==> config.mk <==
export PLATFORM = sky130hd
export DESIGN_NAME = key_cond
export DESIGN_NICKNAME = d
export VERILOG_FILES = /design/src/rtl/key_cond.sv
export SDC_FILE = /design/constraint.sdc
export NUM_CORES = 1
export LEC_CHECK = 0
export ABC_AREA = 1
export BUFFER_PORTS_ARGS = -buffer_cell sky130_fd_sc_hd__buf_2
export CAP_MARGIN = 20
export CORE_MARGIN = 5
export CORE_UTILIZATION = 68
export DETAILED_ROUTE_END_ITERATION = 12
export PLACE_DENSITY = 0.87
export SETUP_SLACK_MARGIN = 0.5
export SLEW_MARGIN = 20
export SYNTH_ARGS = -nofsm -noshare
export SYNTH_HDL_FRONTEND = slang
export SYNTH_SLANG_ARGS = --single-unit
==> constraint.sdc <==
create_clock -name clk -period 3.1 [get_ports clk]
set_clock_uncertainty 0.15 [all_clocks]
set_input_delay 0.155 -clock clk [delete_from_list [all_inputs] [get_ports clk]]
set_output_delay 0.155 -clock clk [all_outputs]
set_load 0.05 [all_outputs]
==> src/rtl/key_cond.sv <==
`default_nettype none
// ============================================================================
// Module   : key_cond
// Purpose  : Key-conditioning stage for the traffic-light controller. Each
//            raw push-button / slide-switch pin is synchronised, normalised
//            to "pressed = 1" and debounced against a shared millisecond
//            timebase. Produces a debounced level plus registered one-cycle
//            press, release and auto-repeat pulses per key.
// Revision : 1.0 - initial release
// ----------------------------------------------------------------------------
// Ports
//   clk            in   1       system clock
//   rst_n          in   1       asynchronous active-low reset
//   key_raw_i      in   N_KEYS  asynchronous raw pin levels
//   repeat_en_i    in   N_KEYS  per-key auto-repeat enable (level, clk domain)
//   key_level_o    out  N_KEYS  debounced level, 1 = pressed
//   key_press_o    out  N_KEYS  1-cycle pulse on debounced press
//   key_release_o  out  N_KEYS  1-cycle pulse on debounced release
//   key_repeat_o   out  N_KEYS  1-cycle auto-repeat pulse
//   tick_o         out  1       1-cycle timebase strobe shared by all keys
// ============================================================================
module key_cond #(
  parameter int unsigned N_KEYS     = 4,
  parameter bit          ACTIVE_LOW = 1'b1,
  parameter int unsigned TICK_DIV   = 12000,
  parameter int unsigned DB_MS      = 20,
  parameter int unsigned LONG_MS    = 800,
  parameter int unsigned REP_MS     = 150
) (
  input  logic              clk,
  input  logic              rst_n,
  input  logic [N_KEYS-1:0] key_raw_i,
  input  logic [N_KEYS-1:0] repeat_en_i,
  output logic [N_KEYS-1:0] key_level_o,
  output logic [N_KEYS-1:0] key_press_o,
  output logic [N_KEYS-1:0] key_release_o,
  output logic [N_KEYS-1:0] key_repeat_o,
  output logic              tick_o
);

  // --------------------------------------------------------------------------
  // Derived constants
  // --------------------------------------------------------------------------
  localparam int unsigned c_cnt_max =
      (DB_MS > LONG_MS) ? ((DB_MS   > REP_MS) ? DB_MS   : REP_MS)
                        : ((LONG_MS > REP_MS) ? LONG_MS : REP_MS);
  localparam int unsigned c_cnt_w   = $clog2(c_cnt_max + 1);
  localparam int unsigned c_presc_w = (TICK_DIV > 1) ? $clog2(TICK_DIV) : 1;

  localparam logic [c_presc_w-1:0] c_tick_last = c_presc_w'(TICK_DIV - 1);
  // "Reaches K" = a tick arrives while the counter holds K-1.
  localparam logic [c_cnt_w-1:0]   c_db_last   = c_cnt_w'(DB_MS - 1);
  localparam logic [c_cnt_w-1:0]   c_long_last = c_cnt_w'(LONG_MS - 1);
  localparam logic [c_cnt_w-1:0]   c_long      = c_cnt_w'(LONG_MS);
  localparam logic [c_cnt_w-1:0]   c_rep_last  = c_cnt_w'(REP_MS - 1);

  typedef enum logic [2:0] {
    S_IDLE       = 3'd0,
    S_PRESS_DB   = 3'd1,
    S_HELD       = 3'd2,
    S_LONG       = 3'd3,
    S_RELEASE_DB = 3'd4
  } state_t;

  // --------------------------------------------------------------------------
  // Shared timebase
  // --------------------------------------------------------------------------
  logic [c_presc_w-1:0] presc_q;
  logic [c_presc_w-1:0] presc_d;
  logic                 w_tick;

  assign w_tick = (presc_q == c_tick_last);

  always_comb begin
    presc_d = presc_q + c_presc_w'(1);
    if (w_tick) begin
      presc_d = '0;
    end
  end

  always_ff @(posedge clk or negedge rst_n) begin
    if (!rst_n) begin
      presc_q <= '0;
    end else begin
      presc_q <= presc_d;
    end
  end

  assign tick_o = w_tick;

  // --------------------------------------------------------------------------
  // Per-key channels
  // --------------------------------------------------------------------------
  for (genvar k = 0; k < N_KEYS; k++) begin : g_key
    logic [1:0]         sync_q;
    logic               w_p;
    state_t             state_q;
    logic [c_cnt_w-1:0] cnt_q;
    logic               level_q;
    logic               press_q;
    logic               release_q;
    logic               repeat_q;

    // Synchroniser starts at the unpressed pin level so a key already held
    // at reset release is seen as a fresh press.
    always_ff @(posedge clk or negedge rst_n) begin
      if (!rst_n) begin
        sync_q <= {2{ACTIVE_LOW}};
      end else begin
        sync_q <= {sync_q[0], key_raw_i[k]};
      end
    end

    assign w_p = sync_q[1] ^ ACTIVE_LOW;

    always_ff @(posedge clk or negedge rst_n) begin
      if (!rst_n) begin
        state_q   <= S_IDLE;
        cnt_q     <= '0;
        level_q   <= 1'b0;
        press_q   <= 1'b0;
        release_q <= 1'b0;
        repeat_q  <= 1'b0;
      end else begin
        press_q   <= 1'b0;
        release_q <= 1'b0;
        repeat_q  <= 1'b0;
        unique case (state_q)
          S_IDLE: begin
            if (w_p) begin
              state_q <= S_PRESS_DB;
              cnt_q   <= '0;
            end
          end

          S_PRESS_DB: begin
            if (!w_p) begin
              state_q <= S_IDLE;
              cnt_q   <= '0;
            end else if (w_tick) begin
              if (cnt_q == c_db_last) begin
                state_q <= S_HELD;
                cnt_q   <= '0;
                level_q <= 1'b1;
                press_q <= 1'b1;
              end else begin
                cnt_q <= cnt_q + c_cnt_w'(1);
              end
            end
          end

          S_HELD: begin
            // cnt saturates at LONG_MS so enabling repeat late on a long
            // hold still fires the first repeat straight away.
            if (!w_p) begin
              state_q <= S_RELEASE_DB;
              cnt_q   <= '0;
            end else if (repeat_en_i[k] &&
                         ((cnt_q == c_long) ||
                          (w_tick && (cnt_q == c_long_last)))) begin
              state_q  <= S_LONG;
              cnt_q    <= '0;
              repeat_q <= 1'b1;
            end else if (w_tick && (cnt_q != c_long)) begin
              cnt_q <= cnt_q + c_cnt_w'(1);
            end
          end

          S_LONG: begin
            if (!w_p) begin
              state_q <= S_RELEASE_DB;
              cnt_q   <= '0;
            end else if (w_tick) begin
              if (cnt_q == c_rep_last) begin
                // Repeat disabled: park one tick short of the interval.
                if (repeat_en_i[k]) begin
                  cnt_q    <= '0;
                  repeat_q <= 1'b1;
                end
              end else begin
                cnt_q <= cnt_q + c_cnt_w'(1);
              end
            end
          end

          S_RELEASE_DB: begin
            // A short release glitch returns to HELD and restarts the
            // long-press timer rather than resuming it.
            if (w_p) begin
              state_q <= S_HELD;
              cnt_q   <= '0;
            end else if (w_tick) begin
              if (cnt_q == c_db_last) begin
                state_q   <= S_IDLE;
                cnt_q     <= '0;
                level_q   <= 1'b0;
                release_q <= 1'b1;
              end else begin
                cnt_q <= cnt_q + c_cnt_w'(1);
              end
            end
          end

          default: begin
            state_q <= S_IDLE;
            cnt_q   <= '0;
          end
        endcase
      end
    end

    assign key_level_o[k]   = level_q;
    assign key_press_o[k]   = press_q;
    assign key_release_o[k] = release_q;
    assign key_repeat_o[k]  = repeat_q;
  end

endmodule
`default_nettype wire

# Word level (Yosys, flattened, before mapping)
# Index checks and enable logic that the tools add are counted.
[word_totals] ram_bits=0 mem_bits_ro=0 output_inout_bits=17 ff_bits=90 word_cells=348 latch_bits=0 inputBits=10 mem_count=0
[op_classes] multipliers=0 div_mod_pow=0 n_bitwise=0 n_lt_le_gt_ge=0 eq_ne=101 n_addsub=5 n_shift=0 muxes=177 reduce_logical=36
[op_table] op="$mux W10" count=48
[op_table] op="$pmux W10 S5" count=4
[op_table] op="$mux W3" count=40
[op_table] op="$eq A10 B10 Y1 const B" count=8
[op_table] op="$mux W1" count=72
[op_table] op="$ne A3 B3 Y1 const B" count=24
[op_table] op="$ne A2 B2 Y1 const B" count=32
[op_table] op="$pmux W3 S5" count=4
[op_table] op="$reduce_and A7 Y1" count=8
[op_table] op="$add A10 B1 Y10 const B" count=4
[op_table] op="$eq A10 B5 Y1 const B" count=4
[op_table] op="$eq A10 B8 Y1 const B" count=4
[op_table] op="$ne A10 B10 Y1 const B" count=4
[op_table] op="$ne A4 B4 Y1 const B" count=8
[op_table] op="$eq A3 B2 Y1 const B" count=8
[op_table] op="$pmux W1 S2" count=8
[op_table] op="$reduce_and A4 Y1" count=4
[op_table] op="$add A14 B1 Y14 const B" count=1
[op_table] op="$eq A14 B14 Y1 const B" count=1
[op_table] op="$mux W14" count=1
[op_table] op="$eq A3 B1 Y1 const B" count=4
[op_table] op="$eq A3 B3 Y1 const B" count=4
[op_table] op="$logic_and A1 B1 Y1" count=12
[op_table] op="$logic_not A3 Y1" count=4
[op_table] op="2 further kinds" count=8

# Logic depth before layout (Yosys ltp)
# Gate-level depths: netlist of the first run.
[depth] ltp_word=7 mapped_depth=14 ltp_nobuf=14

# Worst setup path after synthesis of the first run
# OpenSTA, ideal clock, no wires.
[synth_path] kind="register -> register" start="reg presc_q[0]" end="reg g_key[3].cnt_q[0]" path_slack_ps=1117 setup_time_ps=117 arrival_ps=1715 stages_incl_launch_ff=11 t_required_ps=2833 path_buffers=2 period_less_slack_ps=1983 cell_sequence="dfrtp_1 -> ha_1 -> nand4_2 -> nor3_2 -> buf_6 -> nand2_2 -> o21ai_2 -> nand2_4 -> buf_6 -> nand2_1 -> nand2_1"
[synth_between] elab_chain_len=7 word_cells_on_any_way=14 cone_classes="eq/ne: 3; mux: 6; reduce/logical: 5"
[synth_rtl] item="start: declaration" line="68" rtl="logic [c_presc_w-1:0] presc_q;"
[synth_rtl] item="start signal: assignment" line="85" rtl="presc_q <= presc_d;"
[synth_rtl] item="$eq A14 B14 Y1 *" line="72" rtl="assign w_tick = (presc_q == c_tick_last);"
[synth_rtl] item="net tick_o" line="38" rtl="output logic tick_o"
[synth_rtl] item="$logic_and A1 B1 Y1" line="160" rtl="(w_tick && (cnt_q == c_long_last)))) begin"
[synth_rtl] item="$logic_or A1 B1 Y1" line="159" rtl="((cnt_q == c_long) ||"
[synth_rtl] item="$logic_and A1 B1 Y1" line="158" rtl="end else if (repeat_en_i[k] &&"
[synth_rtl] item="$mux W10" line="158"
[synth_rtl] item="$mux W10" line="155" rtl="if (!w_p) begin"
[synth_rtl] item="$pmux W10 S5" line="128" rtl="unique case (state_q)"
[synth_rtl] item="end signal: assignment" line="147" rtl="cnt_q <= cnt_q + c_cnt_w'(1);"
[synth_rtl] item="end signal: assignment" line="165" rtl="cnt_q <= cnt_q + c_cnt_w'(1);"
[synth_rtl] item="end signal: assignment" line="181" rtl="cnt_q <= cnt_q + c_cnt_w'(1);"
[synth_rtl] item="end: declaration" line="98" rtl="logic [c_cnt_w-1:0] cnt_q;"
# Mark *: on every way through the listed nets, which the timed path passes. The rest lies on a longest branch.
# A chain may end at the register's enable or synchronous reset.

# Worst setup path in the final report of the first run
[layout_path] start="reg presc_q[0]" end="reg g_key[3].cnt_q[4]"
[layout_between] elab_chain_len=7 word_cells_on_any_way=14 cone_classes="eq/ne: 3; mux: 6; reduce/logical: 5"
[layout_rtl] item="$eq A14 B14 Y1 *" line="72"
[layout_rtl] item="$logic_and A1 B1 Y1" line="160"
[layout_rtl] item="$logic_or A1 B1 Y1" line="159"
[layout_rtl] item="$logic_and A1 B1 Y1" line="158"
[layout_rtl] item="$mux W10" line="158"
[layout_rtl] item="$mux W10" line="155"
[layout_rtl] item="$pmux W10 S5" line="128"
# Mark *: on every way between the ends. The rest lies on a longest branch, timed or not.

==> results of run 1 <==
==> cell usage in the layout, fill, tap and decap left out, drive strengths merged <==
master | netlist | layout
dfrtp | 82 | 82
dlygate4sd3 | 0 | 9
clkbuf | 6 | 11
clkinvlp | 0 | 4
a31oi | 8 | 8
o21a | 1 | 1
o22ai | 1 | 1
clkinv | 1 | 2
o221a | 1 | 1
a211o | 1 | 1
nand3b | 1 | 1
o211ai | 21 | 21
o21ai | 45 | 45
a21oi | 17 | 17
inv | 122 | 122
o41ai | 1 | 1
xor2 | 17 | 17
nand3 | 64 | 64
a21o | 4 | 4
nand2 | 350 | 350
nor3 | 23 | 23
nand4 | 18 | 18
o31ai | 4 | 4
nor4 | 3 | 3
a21boi | 1 | 1
o32ai | 1 | 1
nor2 | 115 | 115
a22oi | 2 | 2
or2 | 2 | 2
nor3b | 2 | 2
dfstp | 8 | 8
buf | 35 | 34
ha | 13 | 13
==> sequential cells by signal, indices dropped and copies added (netlist names) <==
| name | cells |
|---|---|
| g_key.cnt_q | 40 |
| g_key.level_q | 4 |
| g_key.press_q | 4 |
| g_key.release_q | 4 |
| g_key.repeat_q | 4 |
| g_key.state_q | 12 |
| g_key.sync_q | 8 |
| presc_q | 14 |
==> power by group through the flow <==
stage / Clock [mW] / Combinational [mW] / Sequential (mW)
6_report: 0.769 / 1.18 / 1.40
5_1_grt: 0.848 / 1.34 / 1.42
4_1_cts: 0.788 / 1.17 / 1.39
3_5_place_dp: 0 / 1.15 / 1.42
3_3_place_gp: 0 / 1.13 / 1.41
2_1_floorplan: 0 / 0.907 / 1.39
==> timing repair <==
| action | CTS | global route |
|---|---|---|
| gates resized for setup | 0 | 5 |
| hold buffers | 9 | 0 |
| endpoints found under the hold margin | 46 | 0 |
| endpoints found under the setup margin | 0 | 30 |
==> kinds of logic after synthesis <==
kind of cell / count (synthesis) / share of synthesized area [%]
flip-flops: 90 / 35.55
AO/OA/AOI/OAI: 108 / 10.30
buffers and inverters: 164 / 11.31
XOR/XNOR: 17 / 2.340
adder cells (fa/ha/maj): 13 / 2.556
AND/OR/NAND/NOR: 578 / 37.95
==> worst max path at each step <==
stage                             end  slack, ns
finish              g_key[3].cnt_q[4]       0.66
CTS                 g_key[3].cnt_q[4]       0.56
floorplan           g_key[3].cnt_q[0]       1.12
global route        g_key[0].cnt_q[0]       0.48
detailed placement  g_key[3].cnt_q[4]       0.60
global placement    g_key[3].cnt_q[9]       0.70
==> cell usage after synthesis (5+ instances only) <==
master	count	share of area [%]
nand2_1	344	20
inv_1	117	6.9
nor2_1	112	6.6
dfrtp_1	82	32
nand3_1	62	4.9
o21ai_0	36	2.8
nor3_1	21	1.7
o211ai_1	21	2.5
buf_4	19	2.2
a21oi_1	17	1.3
nand4_1	17	1.7
xor2_1	17	2.3
buf_2	14	1.1
ha_1	13	2.6
a31oi_1	8	0.79
dfstp_2	8	3.3
o21ai_1	8	0.63
clkbuf_1	6	0.35
inv_2	5	0.29
nand2_2	5	0.49
==> per-stage QoR <==
stage / util (%) / setup slack, ns
2_1_floorplan: - / 1.117
3_3_place_gp: 70.00 / 0.7003
3_5_place_dp: 70.00 / 0.5951
4_1_cts: 73.05 / 0.5586
5_1_grt: 73.24 / 0.4794
6_report: 73.24 / 0.6586
==> layer usage <==
layer / track usage (%) / share of wire [%] / wire, um / up-vias
met3: 5.780 / 6.6 / 939 / 25
met4: 7.580 / 1.7 / 236 / 0
met5: 0 / 0 / 0 / -
met1: 34.97 / 46 / 6489 / 2680
met2: 43.53 / 46 / 6489 / 210
li1: - / - / - / 3095
==> layout make-up <==
class,count,area share [%]
Clock buffer,11,2.248
Sequential cell,90,33.59
Clock inverter,5,0.5759
Tap cell,111,2.062
Inverter,123,6.892
Multi-Input combinational cell,716,50.33
Timing Repair Buffer,43,4.310
==> run_results.csv, run 1 <==
group,metric,value,unit
timing,period_needed,2.441,ns
detailed_routing,drcViolationCount,0,
setup_path,rrSetupSlack,0.66,ns
timing,setup_violations,0,
detailed_routing,vias,6010,
power,p_sw,1.386,mW
cts,clkTransAtPathRegs,0.09,ns
placed_design,place_area,6437,um2
synth,syn_inst,970,
global_route,gr-total-overflow,0,
synth,syn-num-nets,993,
floorplanning,die_area,11390,um2
cts,cts_root_buf,"clkbuf_8",
timing,holdWs,0.1419,ns
synth,synth_ff_type,"dfrtp_1",
setup_path,critPathLaunch,"presc_q[0]",
setup_path,worst-setup-path-type,"register to register",
floorplanning,initial_core_util,69.20,%
power,powerDensity,496.9,nW/um2
timing,rsz0062_at_grt,"true",
global_route,grt_max_degree,41,
setup_path,cpMaxStageDelayCell,"dfrtp_1",
floorplanning,die_w,106.7,um
synth,ys_ff_latch,90,
setup_path,critPathTopFamily,"simple AND/OR/NAND/NOR gates",
setup_path,start_kind,"register",
detailed_routing,drt-total-wl,14160,um
global_route,antenna_found_initial,0,
timing,fin_crit_sh,78.75,%
power,swShare,41.43,%
power,p_comb_share,35.3,%
synth,synth_edf_count,0,
setup_path,path_max_fanout,35,
synth,syn_area,6364,um2
layout,syn2layout_area_growth,5.840,%
setup_path,end_kind,"register",
global_route,grt_pass1_vias,5674,
setup_path,worstPathArrival,2.60,ns
power,p_leak,3.579,nW
cts,clock_latency,0.38,ns
setup_path,required,3.26,ns
synth,synth.avg_cell_area,6.560,um2
setup_path,max_stage_delay,0.40,ns
placed_design,port_buffers,26,
setup_path,reg2reg_depth,14,
timing,finalHoldViolations,0,
run_status,status,"complete, no violations",
power,p_total,3.347,mW
global_route,grt_pass1_wl,24880,um
synth,yosysWarnings,0,
floorplanning,io_pins,27,
cts,numClockSinks,90,
power,power.internal,1.960,mW
cts,cts.path.max_buffers,2,
timing,fmax,409.6,MHz
layout,nets,1006,
timing,drv_slew,0,
detailed_routing,antenna_left,0,
cts,cts_tree,"yes",
cts,cts_inserted_buffers,9,
flow_run,cap_violations,0,
layout,drive_gt1_share,8.401,%
layout,nFillCells,758,
floorplanning,num_rows,35,
layout,multiInputGateArea,3390,um2
detailed_routing,wire_per_inst,12.88,um
placed_design,dp_hpwl,10240,um
power,pwr-share-clk,23.0,%
setup_path,crit_top_cell,"nand2_1",
layout,stdcell_area,6735,um2
power,ir_drop,348.4,uV
setup_path,path_cells,"ha_1 -> nand2_1 -> nor2_1 -> nand3_1 -> nor2_2 -> buf_8 -> nand2_1 -> nand2_1 -> nand2_1 -> nand3_1 -> nand2_4 -> nor2_8 -> nand2_1 -> nand2_1",
detailed_routing,first_iter_violations,352,
synth,async_flop_share,100.0,%
floorplanning,core,9196,um2
detailed_routing,viasPerCell,5.469,
placed_design,place_congestion,0.9325,
timing,finalSetupTns,0,ns
layout,regArea,2262,um2
layout,n_antenna_cell,0,
placed_design,dpl.cell_count,1074,
setup_path,r2r-start,"presc_q[0]",
detailed_routing,drt_first_pass_iters,6,
synth,ys_seq_area_share,35.55,%
setup_path,crit_buf_inv,1,
timing,worstMarginPinSlew,0.8385,ns
timing,maxSlewHeadroom,43.59,%
cts,cts_setup_buffers,0,
synth,netlist-cell-type-count,43,
layout,instances_no_fill,1099,
min_path,hold_path.class,"input port to async pin",
global_route,grt_usage,26.36,%
setup_path,rr_endpoint,"g_key[3].cnt_q[4]",
setup_path,cp_num_cells,14,
power,power_frac_seq,41.7,%
floorplanning,die_y,106.7,um
cts,htree_levels,3,
Note: power is estimated with default switching activity, not from simulation.
==> run 2, diff against run 1 <==
--- a/config.mk
+++ b/config.mk
@@ -9,9 +9,9 @@
 export BUFFER_PORTS_ARGS = -buffer_cell sky130_fd_sc_hd__buf_2
 export CAP_MARGIN = 20
 export CORE_MARGIN = 5
-export CORE_UTILIZATION = 68
+export CORE_UTILIZATION = 63
 export DETAILED_ROUTE_END_ITERATION = 12
-export PLACE_DENSITY = 0.87
+export PLACE_DENSITY = 0.81
 export SETUP_SLACK_MARGIN = 0.5
 export SLEW_MARGIN = 20
 export SYNTH_ARGS = -nofsm -noshare
==> constraint.sdc (replaced) <==
create_clock -name clk -period 2.3 [get_ports clk]
set_clock_uncertainty 0.15 [all_clocks]
set_input_delay 0.115 -clock clk [delete_from_list [all_inputs] [get_ports clk]]
set_output_delay 0.115 -clock clk [all_outputs]
set_load 0.05 [all_outputs]
==> run 2 against run 1 <==
Clock-buffer cell count up 1. Core utilization grew 10 points. Sequential share of layout area fell by 5.9 points. Highest routed layer unchanged.
==> run_results.csv, run 2 (same netlist as run 1, synthesis figures left out) <==
group,metric,value,unit
setup_path,required,2.48,ns
layout,regMostFlops,"g_key.cnt_q",
floorplanning,die_area,12210,um2
setup_path,rrSetupSlack,0.13,ns
flow_run,cap_violations,0,
detailed_routing,drcViolationCount,0,
detailed_routing,vias,7076,
timing,holdWs,0.02517,ns
setup_path,cpMaxStageDelayCell,"dfrtp_1",
power,powerDensity,710.6,nW/um2
cts,numClockSinks,90,
floorplanning,initial_core_util,64.81,%
layout,syn2layout_area_growth,28.98,%
floorplanning,num_rows,36,
timing,finalHoldViolations,0,
global_route,grt_pass1_vias,6002,
setup_path,worstPathArrival,2.35,ns
layout,nets,1076,
timing,finalSetupTns,0,ns
floorplanning,io_pins,27,
floorplanning,die_w,110.5,um
layout,drive_gt1_share,29.30,%
layout,final_cell_mix,"259 x nand2_1, 110 x inv_1, 91 x nor2_1",
detailed_routing,viasPerCell,5.941,
floorplanning,die_y,110.5,um
layout,reg_top3,"g_key.cnt_q x40, presc_q x14, g_key.state_q x12",
cts,clock_latency,0.40,ns
setup_path,rr_endpoint,"g_key[3].cnt_q[8]",
global_route,gr-total-overflow,0,
cts,cts_inserted_buffers,9,
min_path,hold_path.class,"input port to async pin",
setup_path,worst-setup-path-type,"register to register",
detailed_routing,wire_per_inst,16.66,um
global_route,antenna_found_initial,0,
detailed_routing,antenna_left,0,
timing,fin_crit_sh,94.44,%
cts,cts_root_buf,"clkbuf_8",
layout,n_antenna_cell,0,
layout,mostFrequentLayoutCell,"nand2_1",
layout,instances_no_fill,1191,
setup_path,crit_top_cell,"nand2_1",
setup_path,path_cells,"ha_4 -> nand2_4 -> nor2_4 -> nand3_2 -> nor2_4 -> buf_6 -> nand2_2 -> nand2_1 -> nand2_1 -> nand3_2 -> nand2_4 -> nor2_8 -> nand2_2 -> nand2_1",
setup_path,critPathLaunch,"presc_q[0]",
setup_path,reg2reg_depth,14,
setup_path,end_kind,"register",
layout,stdcell_area,8208,um2
run_status,status,"complete, no violations",
cts,clkTransAtPathRegs,0.10,ns
timing,fmax,460.4,MHz
layout,largest_reg_flops,40,
timing,period_needed,2.172,ns
timing,maxSlewHeadroom,67.90,%
setup_path,cp-endpoint,"g_key[3].cnt_q[8]",
timing,rsz0062_at_grt,"true",
placed_design,dp_hpwl,10450,um
layout,nFillCells,582,
power,ir_drop,715.8,uV
layout,regArea,2271,um2
placed_design,port_buffers,26,
layout,multiInputGateArea,4124,um2
detailed_routing,drt-total-wl,19840,um
placed_design,place_area,6649,um2
power,p_leak,4.228,nW
setup_path,start_kind,"register",
placed_design,place_congestion,0.9247,
global_route,grt_max_degree,44,
detailed_routing,drt_first_pass_iters,10,
global_route,grt_usage,26.66,%
cts,htree_levels,3,
global_route,grt_pass1_wl,27490,um
timing,worstMarginPinSlew,0.4789,ns
setup_path,max_stage_delay,0.42,ns
placed_design,dpl.cell_count,1114,
cts,cts_tree,"yes",
floorplanning,core,9819,um2
setup_path,path_max_fanout,7,
cts,cts.path.max_buffers,2,
detailed_routing,first_iter_violations,796,
setup_path,r2r-start,"presc_q[0]",
timing,drv_slew,0,
timing,setup_violations,0,
run 2: how the worst min path moves through the flow:
stage / to / depth (start not counted) / startpoint
6_report: g_key[0].state_q[0] / 2 / rst_n
2_1_floorplan: g_key[0].cnt_q[0] / 0 / rst_n
4_1_cts: g_key[0].state_q[0] / 2 / rst_n
5_1_grt: g_key[1].cnt_q[2] / 2 / rst_n
3_5_place_dp: g_key[1].cnt_q[6] / 1 / rst_n
3_3_place_gp: g_key[1].cnt_q[6] / 1 / rst_n
run 2: layout make-up:
class	instances	share of cell area, %
well taps	133	2.027
repair buffers	109	11.13
clock inverters	4	1.204
flip-flops and latches	90	27.67
multi-input cells	720	50.24
inverters	123	5.838
clock buffers	12	1.890
run 2: report_power, final:
part | switching, mW | total [mW] | internal (mW)
Clock | 0.600 | 1.38 | 0.783
Sequential | 0.153 | 1.88 | 1.73
Combinational | 1.67 | 2.57 | 0.899
Total | 2.42 | 5.83 | 3.41
run 2: what timing repair did:
action / CTS / global route
gates cloned: 3 / 1
pin swaps: 51 / 59
gates resized for setup: 103 / 132
setup endpoints to repair: 63 / 67
buffers inserted: 27 / 21
endpoints found under the hold margin: 94 / 0
hold buffers: 9 / 0
run 2: worst max-delay path, delay by kind of cell (launching register included):
| family | cells | cell delay [ns] |
|---|---|---|
| fa+ha+maj | 1 | 0.19 |
| simple gates | 12 | 1.20 |
| buf+inv | 1 | 0.14 |
| flops | 1 | 0.42 |
run 2: per-stage QoR:
stage	power (mW)	setup WS, ns	util, %
2_1_floorplan	3.107	0.4594	-
3_3_place_gp	3.597	0.1307	67.71
3_5_place_dp	3.625	0.1190	67.71
4_1_cts	5.338	0.2488	77.31
5_1_grt	6.125	0.05191	83.59
6_report	5.833	0.1279	83.59
run 2: layer usage:
| layer | GRT usage [%] | vias up | part of all wire (%) |
|---|---|---|---|
| li1 | - | 3243 | - |
| met1 | 35.74 | 3251 | 38 |
| met2 | 42.44 | 447 | 48 |
| met3 | 6.127 | 135 | 8.8 |
| met4 | 9.524 | 0 | 5.4 |
| met5 | 0 | - | 0 |
